<file path="src/rtl/mips_mc_pkg.sv">
// mips_mc_pkg: shared encodings for the multi-cycle MIPS datapath with the
// iterative multiply/divide-style unit (multiply only).
//   - datapath width
//   - RegDst, MemtoReg, ALUSrcB, PCSource, MduOp and ALU opcode encodings
//   - MDU state type and an absolute-value helper
package mips_mc_pkg;

  localparam int WIDTH = 32;

  // RegDst: register file write address select
  localparam logic [1:0] REGDST_RT   = 2'b00;
  localparam logic [1:0] REGDST_RD   = 2'b01;
  localparam logic [1:0] REGDST_RA   = 2'b10;
  localparam logic [1:0] REGDST_ZERO = 2'b11;

  // MemtoReg: register file write data select (11x falls back to ALUOut)
  localparam logic [2:0] WB_ALUOUT = 3'b000;
  localparam logic [2:0] WB_MDR    = 3'b001;
  localparam logic [2:0] WB_LUI    = 3'b010;
  localparam logic [2:0] WB_PC     = 3'b011;
  localparam logic [2:0] WB_HI     = 3'b100;
  localparam logic [2:0] WB_LO     = 3'b101;

  // ALUSrcB: second ALU operand select
  localparam logic [1:0] SRCB_RT     = 2'b00;
  localparam logic [1:0] SRCB_FOUR   = 2'b01;
  localparam logic [1:0] SRCB_IMM    = 2'b10;
  localparam logic [1:0] SRCB_IMM_SH = 2'b11;

  // PCSource: next-PC select
  localparam logic [1:0] PCSRC_ALU    = 2'b00;
  localparam logic [1:0] PCSRC_ALUOUT = 2'b01;
  localparam logic [1:0] PCSRC_JUMP   = 2'b10;
  localparam logic [1:0] PCSRC_ALUOUT_ALT = 2'b11;

  // MduOp: command carried by the MduStart strobe
  localparam logic [1:0] MDU_MULTU = 2'b00;
  localparam logic [1:0] MDU_MULT  = 2'b01;
  localparam logic [1:0] MDU_MTHI  = 2'b10;
  localparam logic [1:0] MDU_MTLO  = 2'b11;

  // ALU opcodes
  localparam logic [2:0] ALU_AND = 3'b000;
  localparam logic [2:0] ALU_OR  = 3'b001;
  localparam logic [2:0] ALU_ADD = 3'b010;
  localparam logic [2:0] ALU_XOR = 3'b011;
  localparam logic [2:0] ALU_NOR = 3'b100;
  localparam logic [2:0] ALU_SRL = 3'b101;
  localparam logic [2:0] ALU_SUB = 3'b110;
  localparam logic [2:0] ALU_SLT = 3'b111;

  // The result write-back happens on the last RUN cycle, so no separate
  // DONE state is needed.
  typedef enum logic [0:0] {
    MDU_IDLE = 1'b0,
    MDU_RUN  = 1'b1
  } mdu_state_e;

  // Magnitude of a two's-complement word. 0x8000_0000 maps to itself,
  // which read as unsigned is exactly 2^31.
  function automatic logic [WIDTH-1:0] abs32(input logic [WIDTH-1:0] v);
    logic [WIDTH-1:0] r;
    if (v[WIDTH-1]) begin
      r = ~v + 32'd1;
    end else begin
      r = v;
    end
    return r;
  endfunction

endpackage

</file>
<file path="src/rtl/mdu_mul_iter.sv">
// mdu_mul_iter: iterative multiplier that owns HI/LO.
//   clk, reset   - clock, synchronous active-high reset
//   start        - one-cycle command strobe (ignored while busy)
//   op           - MULTU / MULT / MTHI / MTLO
//   rs_val       - multiplicand / MTHI-MTLO source
//   rt_val       - multiplier
//   busy         - multiply in progress
//   hi, lo       - HI/LO registers (hold old values while busy)
module mdu_mul_iter
  import mips_mc_pkg::*;
#(
  parameter int RADIX_BITS = 1  // legal: 1, 2, 4
) (
  input  logic        clk,
  input  logic        reset,
  input  logic        start,
  input  logic [1:0]  op,
  input  logic [31:0] rs_val,
  input  logic [31:0] rt_val,
  output logic        busy,
  output logic [31:0] hi,
  output logic [31:0] lo
);

  localparam logic [5:0] N_ITER = 6'(32 / RADIX_BITS);

  mdu_state_e  state_r;
  mdu_state_e  state_nx_s;
  logic [63:0] mcand_r;
  logic [31:0] mplier_r;
  logic        sign_r;
  logic [5:0]  count_r;
  logic [63:0] acc_r;
  logic [31:0] hi_r;
  logic [31:0] lo_r;

  logic        is_mul_s;
  logic        last_s;
  logic [63:0] digit_s;
  logic [63:0] partial_s;
  logic [63:0] sum_s;
  logic [63:0] result_s;

  // Next-state decode: only a multiply command leaves IDLE
  always_comb begin
    state_nx_s = state_r;
    is_mul_s   = (op == MDU_MULTU) || (op == MDU_MULT);
    last_s     = (count_r == 6'd1);
    case (state_r)
      MDU_IDLE: begin
        if (start && is_mul_s) begin
          state_nx_s = MDU_RUN;
        end else begin
          state_nx_s = MDU_IDLE;
        end
      end
      MDU_RUN: begin
        if (last_s) begin
          state_nx_s = MDU_IDLE;
        end else begin
          state_nx_s = MDU_RUN;
        end
      end
      default: state_nx_s = MDU_IDLE;
    endcase
  end

  // One radix step: multiplicand times the low multiplier digit, then the
  // optional sign fix-up applied to the final sum
  always_comb begin
    digit_s   = {{(64-RADIX_BITS){1'b0}}, mplier_r[RADIX_BITS-1:0]};
    partial_s = mcand_r * digit_s;
    sum_s     = acc_r + partial_s;
    if (sign_r) begin
      result_s = ~sum_s + 64'd1;
    end else begin
      result_s = sum_s;
    end
  end

  // State register
  always_ff @(posedge clk) begin
    if (reset) begin
      state_r <= MDU_IDLE;
    end else begin
      state_r <= state_nx_s;
    end
  end

  // Operand latches, accumulator, counter and HI/LO
  always_ff @(posedge clk) begin
    if (reset) begin
      mcand_r  <= 64'd0;
      mplier_r <= 32'd0;
      sign_r   <= 1'b0;
      count_r  <= 6'd0;
      acc_r    <= 64'd0;
      hi_r     <= 32'd0;
      lo_r     <= 32'd0;
    end else begin
      case (state_r)
        MDU_IDLE: begin
          if (start) begin
            case (op)
              MDU_MULTU: begin
                mcand_r  <= {32'd0, rs_val};
                mplier_r <= rt_val;
                sign_r   <= 1'b0;
                count_r  <= N_ITER;
                acc_r    <= 64'd0;
              end
              MDU_MULT: begin
                mcand_r  <= {32'd0, abs32(rs_val)};
                mplier_r <= abs32(rt_val);
                sign_r   <= rs_val[31] ^ rt_val[31];
                count_r  <= N_ITER;
                acc_r    <= 64'd0;
              end
              MDU_MTHI: hi_r <= rs_val;
              MDU_MTLO: lo_r <= rs_val;
              default: ;
            endcase
          end
        end
        MDU_RUN: begin
          acc_r    <= sum_s;
          mcand_r  <= mcand_r << RADIX_BITS;
          mplier_r <= mplier_r >> RADIX_BITS;
          count_r  <= count_r - 6'd1;
          if (last_s) begin
            hi_r <= result_s[63:32];
            lo_r <= result_s[31:0];
          end
        end
        default: ;
      endcase
    end
  end

  assign busy = (state_r == MDU_RUN);
  assign hi   = hi_r;
  assign lo   = lo_r;

endmodule

</file>
<file path="src/rtl/m_datapath_mdu.sv">
// m_datapath_mdu: multi-cycle MIPS datapath with an iterative multiply unit.
//   clk, reset              - clock, synchronous active-high reset
//   MIO_ready               - memory ready, gates PC and IR writes
//   IorD, IRWrite, RegDst, RegWrite, MemtoReg, ALUSrcA, ALUSrcB,
//   PCSource, PCWrite, PCWriteCond, Branch, ALU_operation
//                           - controller selects/enables
//   MduStart, MduOp         - MDU command strobe and opcode
//   Data_in                 - memory read data
//   PC_Current, Inst        - PC and IR
//   data_out, M_addr        - store data (rt) and memory address
//   zero, overflow          - ALU flags
//   mdu_busy                - multiply in progress
module m_datapath_mdu
  import mips_mc_pkg::*;
#(
  parameter logic [31:0] RESET_PC   = 32'h0000_0000,
  parameter int          RADIX_BITS = 1
) (
  input  logic        clk,
  input  logic        reset,
  input  logic        MIO_ready,
  input  logic        IorD,
  input  logic        IRWrite,
  input  logic [1:0]  RegDst,
  input  logic        RegWrite,
  input  logic [2:0]  MemtoReg,
  input  logic        ALUSrcA,
  input  logic [1:0]  ALUSrcB,
  input  logic [1:0]  PCSource,
  input  logic        PCWrite,
  input  logic        PCWriteCond,
  input  logic        Branch,
  input  logic [2:0]  ALU_operation,
  input  logic        MduStart,
  input  logic [1:0]  MduOp,
  input  logic [31:0] Data_in,
  output logic [31:0] PC_Current,
  output logic [31:0] Inst,
  output logic [31:0] data_out,
  output logic [31:0] M_addr,
  output logic        zero,
  output logic        overflow,
  output logic        mdu_busy
);

  logic [31:0] ir_r;
  logic [31:0] mdr_r;
  logic [31:0] alu_out_r;
  logic [31:0] pc_r;
  logic [31:0] rf_r [0:31];

  logic [4:0]  rs_addr_s;
  logic [4:0]  rt_addr_s;
  logic [4:0]  wr_addr_s;
  logic [31:0] rs_data_s;
  logic [31:0] rt_data_s;
  logic [31:0] wr_data_s;
  logic [31:0] imm_ext_s;
  logic [31:0] alu_a_s;
  logic [31:0] alu_b_s;
  logic [31:0] alu_res_s;
  logic        alu_ovf_s;
  logic [31:0] pc_next_s;
  logic        pc_wen_s;
  logic [31:0] hi_s;
  logic [31:0] lo_s;
  logic        busy_s;

  // Register file read ports; $0 is hard-wired to zero
  always_comb begin
    rs_addr_s = ir_r[25:21];
    rt_addr_s = ir_r[20:16];
    if (rs_addr_s == 5'd0) begin
      rs_data_s = 32'd0;
    end else begin
      rs_data_s = rf_r[rs_addr_s];
    end
    if (rt_addr_s == 5'd0) begin
      rt_data_s = 32'd0;
    end else begin
      rt_data_s = rf_r[rt_addr_s];
    end
    imm_ext_s = {{16{ir_r[15]}}, ir_r[15:0]};
  end

  // Write address (RegDst) and 8-way write-back (MemtoReg) muxes
  always_comb begin
    wr_addr_s = rt_addr_s;
    case (RegDst)
      REGDST_RT:   wr_addr_s = rt_addr_s;
      REGDST_RD:   wr_addr_s = ir_r[15:11];
      REGDST_RA:   wr_addr_s = 5'd31;
      REGDST_ZERO: wr_addr_s = 5'd0;
      default:     wr_addr_s = rt_addr_s;
    endcase
    wr_data_s = alu_out_r;
    case (MemtoReg)
      WB_ALUOUT: wr_data_s = alu_out_r;
      WB_MDR:    wr_data_s = mdr_r;
      WB_LUI:    wr_data_s = {ir_r[15:0], 16'h0000};
      WB_PC:     wr_data_s = pc_r;
      WB_HI:     wr_data_s = hi_s;
      WB_LO:     wr_data_s = lo_s;
      default:   wr_data_s = alu_out_r;
    endcase
  end

  // ALU operand muxes
  always_comb begin
    if (ALUSrcA) begin
      alu_a_s = rs_data_s;
    end else begin
      alu_a_s = pc_r;
    end
    alu_b_s = rt_data_s;
    case (ALUSrcB)
      SRCB_RT:     alu_b_s = rt_data_s;
      SRCB_FOUR:   alu_b_s = 32'd4;
      SRCB_IMM:    alu_b_s = imm_ext_s;
      SRCB_IMM_SH: alu_b_s = {imm_ext_s[29:0], 2'b00};
      default:     alu_b_s = rt_data_s;
    endcase
  end

  // ALU with signed overflow detection on ADD/SUB
  always_comb begin
    alu_res_s = 32'd0;
    alu_ovf_s = 1'b0;
    case (ALU_operation)
      ALU_AND: alu_res_s = alu_a_s & alu_b_s;
      ALU_OR:  alu_res_s = alu_a_s | alu_b_s;
      ALU_ADD: begin
        alu_res_s = alu_a_s + alu_b_s;
        alu_ovf_s = (alu_a_s[31] == alu_b_s[31]) && (alu_res_s[31] != alu_a_s[31]);
      end
      ALU_XOR: alu_res_s = alu_a_s ^ alu_b_s;
      ALU_NOR: alu_res_s = ~(alu_a_s | alu_b_s);
      ALU_SRL: alu_res_s = alu_b_s >> alu_a_s[4:0];
      ALU_SUB: begin
        alu_res_s = alu_a_s - alu_b_s;
        alu_ovf_s = (alu_a_s[31] != alu_b_s[31]) && (alu_res_s[31] != alu_a_s[31]);
      end
      ALU_SLT: alu_res_s = {31'd0, ($signed(alu_a_s) < $signed(alu_b_s))};
      default: alu_res_s = 32'd0;
    endcase
  end

  // Next-PC mux and PC write enable (branch taken when zero matches Branch)
  always_comb begin
    pc_next_s = alu_res_s;
    case (PCSource)
      PCSRC_ALU:        pc_next_s = alu_res_s;
      PCSRC_ALUOUT:     pc_next_s = alu_out_r;
      PCSRC_JUMP:       pc_next_s = {pc_r[31:28], ir_r[25:0], 2'b00};
      PCSRC_ALUOUT_ALT: pc_next_s = alu_out_r;
      default:          pc_next_s = alu_res_s;
    endcase
    pc_wen_s = MIO_ready && (PCWrite || (PCWriteCond && (Branch == zero)));
  end

  // PC register
  always_ff @(posedge clk) begin
    if (reset) begin
      pc_r <= RESET_PC;
    end else if (pc_wen_s) begin
      pc_r <= pc_next_s;
    end else begin
      pc_r <= pc_r;
    end
  end

  // IR, MDR and ALUOut carry no reset value
  always_ff @(posedge clk) begin
    mdr_r     <= Data_in;
    alu_out_r <= alu_res_s;
    if (IRWrite && MIO_ready) begin
      ir_r <= Data_in;
    end else begin
      ir_r <= ir_r;
    end
  end

  // Register file write port; writes to $0 are dropped
  always_ff @(posedge clk) begin
    if (reset) begin
      for (int i = 0; i < 32; i++) begin
        rf_r[i] <= 32'd0;
      end
    end else if (RegWrite && (wr_addr_s != 5'd0)) begin
      rf_r[wr_addr_s] <= wr_data_s;
    end else begin
      rf_r <= rf_r;
    end
  end

  mdu_mul_iter #(
    .RADIX_BITS(RADIX_BITS)
  ) u_mdu (
    .clk    (clk),
    .reset  (reset),
    .start  (MduStart),
    .op     (MduOp),
    .rs_val (rs_data_s),
    .rt_val (rt_data_s),
    .busy   (busy_s),
    .hi     (hi_s),
    .lo     (lo_s)
  );

  assign PC_Current = pc_r;
  assign Inst       = ir_r;
  assign data_out   = rt_data_s;
  assign M_addr     = IorD ? alu_out_r : pc_r;
  assign zero       = (alu_res_s == 32'd0);
  assign overflow   = alu_ovf_s;
  assign mdu_busy   = busy_s;

endmodule

</file>
<file path="config.mk">
export PLATFORM = sky130hd
export DESIGN_NAME = m_datapath_mdu
export DESIGN_NICKNAME = d
export VERILOG_FILES = /design/src/rtl/mips_mc_pkg.sv /design/src/rtl/mdu_mul_iter.sv /design/src/rtl/m_datapath_mdu.sv
export SDC_FILE = /design/constraint.sdc
export NUM_CORES = 2
export LEC_CHECK = 0
export ABC_CLOCK_PERIOD_IN_PS = 20400
export CAP_MARGIN = 20
export CORE_MARGIN = 5
export CORE_UTILIZATION = 40
export CTS_BUF_LIST = sky130_fd_sc_hd__clkbuf_2
export DETAILED_ROUTE_END_ITERATION = 16
export PLACE_DENSITY = 0.61
export RECOVER_POWER = 25
export SETUP_SLACK_MARGIN = 0.15
export SYNTH_ARGS = -nofsm -noshare
export SYNTH_HDL_FRONTEND = slang
export SYNTH_HIERARCHICAL = 1
export SYNTH_SLANG_ARGS = --single-unit
</file>
<file path="constraint.sdc">
create_clock -name clk -period 20.4 [get_ports clk]
set_input_delay 4.08 -clock clk [delete_from_list [all_inputs] [get_ports clk]]
set_output_delay 4.08 -clock clk [all_outputs]
set_load 0.05 [all_outputs]
</file>
; After elaboration in Yosys (flattened, before gate mapping)
; Cells that the tools add are included.
[classes]
addsub = 7
n_mul = 1
order_cmp = 5
n_eq_ne = 36
n_shift = 1
mux = 46
bitwise = 13
n_reduce_logical = 28
[op_table]
columns = operator, n
row1 = $bwmux 1024, 1
row2 = $mux 32, 18
row3 = $pmux 64 s2, 3
row4 = $bmux 32 s5, 2
row5 = $mux 64, 4
row6 = $pmux 32 s2, 4
row7 = $pmux 32 s8, 1
row8 = $demux 32 s5, 1
row9 = $pmux 32 s5, 1
row10 = $pmux 32 s4, 1
row11 = $not 32->32, 3
row12 = $pmux 32 s3, 1
row13 = $add 32x1->32 const B, 2
row14 = $add 64x1->64 const B, 1
row15 = $add 64x64->64, 1
row16 = $mul 64x1->64, 1
row17 = $not 64->64, 1
row18 = $add 32x32->32, 1
row19 = $and 32x32->32, 1
row20 = $logic_not 32->1, 1
row21 = $lt 32x32->1, 1
row22 = $or 32x32->32, 1
row23 = $shr 32x5->32, 1
row24 = $sub 32x32->32, 1
row25 = other kinds (32), 84
[word_totals]
ff_bits = 1384
in_bits = 57
output_inout_bits = 131

; Longest topological paths before layout
[logic_depth]
depth_word = 15
depth_mapped = 34

; Cells and area by module
; Netlist, hierarchy kept.
[by_module_without_submodules]
columns = module, n_inst, cells_per_inst, area_per_inst_um2, seq_area_each_um2
row1 = m_datapath_mdu, 1, 7247, 65699.3, 23382.4
row2 = mdu_mul_iter, 1, 2480, 17747.0, 4644.5

; Least setup slack after synthesis
; OpenSTA, ideal clock, no wires.
[synth_timing]
path_type = input port to output port
from = input ALUSrcA
to = output zero
t_arrival_ns = 9.743
slack_ns = 6.577
path_stages = 17
path_cell_list = mux2i_1 clkbuf_1 clkbuf_1 buf_1 ha_1 nor2_1 o311a_1 or4_1 a31oi_1 xor2_1 mux4_2 o221a_1 o2bb2ai_2 or4_1 or4_1 or4_4 nor2_1
[synth_via]
elab_chain_len = 5
elab_cells_between_ends = 11
cone_classes = add/sub (2) / order compare (1) / shift (1) / mux (2) / bitwise (4) / reduce/logical (1)
[synth_rtl]
columns = element, line
row1 = from (decl), m_datapath_mdu.sv:27  ; input logic ALUSrcA,
row2 = $mux 32 (*), m_datapath_mdu.sv:110  ; if (ALUSrcA) begin
row3 = "parallel branches: the longest is 2 deep, another holds $sub 32x32->32", n/a
row4 = $pmux 32 s8 (*), m_datapath_mdu.sv:129  ; case (ALU_operation)
row5 = via alu_res_s[9], m_datapath_mdu.sv:61  ; logic [31:0] alu_res_s;
row6 = $logic_not 32->1 (*), m_datapath_mdu.sv:214  ; assign zero = (alu_res_s == 32'd0);
row7 = to (decl), m_datapath_mdu.sv:41  ; output logic zero,
; Mark *: on every way through the listed nets, which the timed path passes.

; Worst setup path after layout
[layout_timing]
from = register ir_r[21] (netlist: Inst[21])
to = output zero
[layout_via]
elab_chain_len = 10
elab_cells_between_ends = 17
cone_classes = add/sub (2) / order compare (1) / shift (1) / mux (6) / bitwise (5) / reduce/logical (2)
[layout_rtl]
columns = element, line
row1 = from (decl), m_datapath_mdu.sv:46  ; logic [31:0] ir_r;
row2 = from (signal assigned), m_datapath_mdu.sv:177  ; ir_r <= Data_in;
row3 = from (signal assigned), m_datapath_mdu.sv:179  ; ir_r <= ir_r;
row4 = $not 5->6 (not written as such), m_datapath_mdu.sv:76  ; rs_data_s = rf_r[rs_addr_s];
row5 = $bmux 32 s5, m_datapath_mdu.sv:76
row6 = $mux 32 (not written as such) (2 in a row), m_datapath_mdu.sv:76
row7 = $mux 32 (*), m_datapath_mdu.sv:73  ; if (rs_addr_s == 5'd0) begin
row8 = $mux 32 (*), m_datapath_mdu.sv:110
row9 = "parallel branches: the longest is 2 deep, another holds $sub 32x32->32", n/a
row10 = $pmux 32 s8 (*), m_datapath_mdu.sv:129
row11 = via alu_res_s[15], m_datapath_mdu.sv:61
row12 = $logic_not 32->1 (*), m_datapath_mdu.sv:214
; Mark *: on every way through the listed nets, which the timed path passes. The select of a mux whose other input is x is not followed.

==> impl_results.md <==
* Status: finished with violations
* Failing checks: max-capacitance violations, max-slew violations
* Power Dens Cells at between 60 and 70 nW/um^2
* Setup crit end kind: primary output
* Mux cell area share after synthesis at 0.184
* # IOs at 188
* Number of synthesized register bits at approximately 1,400
* Total count of hold-check failures in the final report at 0
* Post-route cell area at ~90,000 sq um
* Number of hold buffers added after cts at 0
* Worst Path Arrival at 12.39 ns
* Setup slack at placement at ~4.5 ns
* Footprint of the multi-input gates at about 51,000 sq um
* GRT overflow at 0
* GRT Total Usage at 0.318
* # DRC at 0
* Synth-to-Final Area Change at 8.50%
* Largest net degree at the start of global routing at roughly 230
* Syn Area/Cell at around 8.6 sq um
* Max Used Layer: met5
* Starting Density at 0.403
* Detail Route met3 WL at 39,100 um
* Worst Path Required at roughly 16 ns
* Placed Area at around 87,000 sq um
* FF+latch area at between 20,000 and 30,000 sq um
* LEAKAGE at approximately 0.033 uW
* Port Buffers at approximately 190
* Worst Hold Class: reg -> reg
* Startpoint types: flop
* Fill cell count at 20,525
* Syn Nets at about 10,000
* DR vias/cell at 6.32
* Post-DP HPWL at between 200,000 and 250,000 um
* Final setup violation count at 0
* Yosys cell types at ~140
* Final GP Congestion at roughly 1.0
* Synth Area in Simple Gates at 0.178
* Worst setup margin at 3.93 ns
* WL per Instance at roughly 29 um
* Worst Path Max Fanout at 80
* Initial drt markers at about 10,000
* Initial antenna violation count at 27
* Core Box Area at approximately 210,000 sq um
* Slowest cell delay on critical path at between 0.8 and 0.9 ns
* Gate count after technology mapping at ~9,700
* # H-tree levels at 5
* Antenna Violating Nets Remaining at 0
* Worst-margin pin slew at ~4.7 ns
* Max-slew violations at 1,191
* Unrepaired setup endpoints after global routing: false
* Clock tree buffer depth at 4
* Max-cap viol count at 16
* Compound-gate portion of the synthesized area at 0.204
* Rel. slew slack at -2.15
* Post-Synth XOR/XNOR Area at 0.0177
* First-pass GRT wire length at about 520,000 um
* Min Tclk post-route at 16.47 ns
* Final wirelength at between 300,000 and 400,000 um
* Post-synth EDFFs at 32
* Resized Gates After CTS at 0
* Commonest register cell after synthesis: dfxtp_1
* Worst-path clk slew at between 0.1 and 0.15 ns
* Via count at roughly 80,000
* Fmax at 60.7 MHz
* CTS tree: yes
* Most common cell after layout, fill and taps aside: nor2_1
* Number of global-route vias before repair at between 70,000 and 80,000
* Final nets at around 10,000
* Register area share after synthesis at 0.336
* Max VDD drop at 54.5 uV
* Synth top area share at 0.324
* Hold WS at 0.441 ns
* Crit path max-delay cell type: clkdlybuf4s50_1
* Post-synth ARST share at 0
* Clock Latency Late Sink at 1.97 ns
* Largest family of logic cells by synthesized area: compound AO/OA/AOI/OAI gates
* Synth Warn # at 6
* Total CTS buffers at 384
* Wl on met1 at 142,000 um
* Area of the die at around 220,000 sq um
* Die height at 467 um
* Die W at roughly 470 um
* CTS Sinks at about 1,400
* Layout cells sized above 1 at 0.164
* Most frequent cells in the layout: nor2_1, dfxtp_1, a21oi_1, clkbuf_2
* WS Path Type: reg -> out
* Worst-path cell chain: buf_12, buf_12, mux4_2, a22o_1, a31oi_1, nand4_1, o21ai_1, buf_4, inv_1, ha_1, or4_1, and4_1, o41a_1, nor2_1, xnor2_1, o211ai_1, a32oi_1, o21ai_0, nand2b_1, or4_1, or4_4, nor2_1, clkdlybuf4s50_1
* Num rows at about 170
* Worst-case clock skew at 0.231 ns
* Post-route setup TNS at 0 ns
* Root buffer cell: clkbuf_2
* Leading area contributor after synthesis: dfxtp_1
* Drt pass-1 iters at 9
* Synth area leaders: dfxtp_1, mux4_2, nor2_1
* Adder-Cell Fraction of Synth Area at 0.0267
* Met2 routed WL at approximately 160,000 um
* Period utilization at 0.808
* Post-Syn Area at 83,400 sq um
* Post-CTS Setup Repair Bufs at 0
## metrics by stage
step / cells / total power, uW / util
floorplan: 9727 / 3680 / -
global placement: 12021 / 4180 / 0.422
detailed placement: 12025 / 4190 / 0.422
CTS: 12648 / 6130 / 0.437
global route: 12660 / 6360 / 0.437
finish: 12666 / 6130 / 0.437
## cell usage after synthesis, drive strengths merged (82+ instances only)
cell,instances
and3,99
o21ai,288
xnor2,94
a22oi,82
buf,164
nand3,82
clkbuf,764
inv,154
a21oi,1023
mux2i,299
dfxtp,1352
ha,173
mux4,512
nor2,2071
nor3,115
nand4,83
a211oi,545
and2,110
nand2,547
## cell type report
cell class	instances	share of cell area
diodes	15	0.000415
clock buffers	555	0.0307
clock inverters	68	0.00333
inverters	158	0.00656
multi-input cells	7257	0.568
flip-flops and latches	1384	0.310
well taps	2788	0.0385
repair buffers	441	0.0424
## path summary, 6_finish.rpt
kind	endpoint	startpoint	cells after the start	slack (ns)
setup / recovery	zero	Inst[21]	23	3.93
hold / removal	u_mdu/mplier_r[5]	u_mdu/mplier_r[6]	2	0.44
setup reg to reg	PC_Current[24]	Inst[21]	24	9.27
hold reg to reg	u_mdu/mplier_r[5]	u_mdu/mplier_r[6]	2	0.44
## cell families after synthesis
group	Yosys count
compound gates	2615
xor+xnor	169
fa+ha+maj	176
buf+inv	1086
flops	1384
mux	883
simple gates	3414
## critical path, delay by kind of cell (launching register included)
kind,cells,cell delay (ns)
simple gates,8,2.87
buf+inv,5,2.75
compound gates,7,2.55
flops,1,0.79
mux,1,0.59
fa+ha+maj,1,0.40
xor+xnor,1,0.17
## metal layers
layer | vias up | GRT usage
met5 | - | 0
met4 | 20 | 0.188
met3 | 948 | 0.0804
li1 | 35404 | -
met1 | 39029 | 0.413
met2 | 4611 | 0.478
## power breakdown
part | internal [uW] | switching, uW
Sequential | 2770 | 95.6
Clock | 727 | 1230
Combinational | 388 | 919
## state kept, by name, summed over array words and instances (netlist names)
register and count:
u_mdu/hi 32, alu_out_r 32, PC_Current 32, u_mdu/lo 32, u_mdu/mplier_r 32, u_mdu/mcand_r 64
u_mdu/count_r 6, u_mdu/acc_r 64, u_mdu/sign_r 1, rf_r 1024, u_mdu/busy 1, mdr_r 32
Inst 32
No activity file was read; power rests on OpenSTA's default activity.
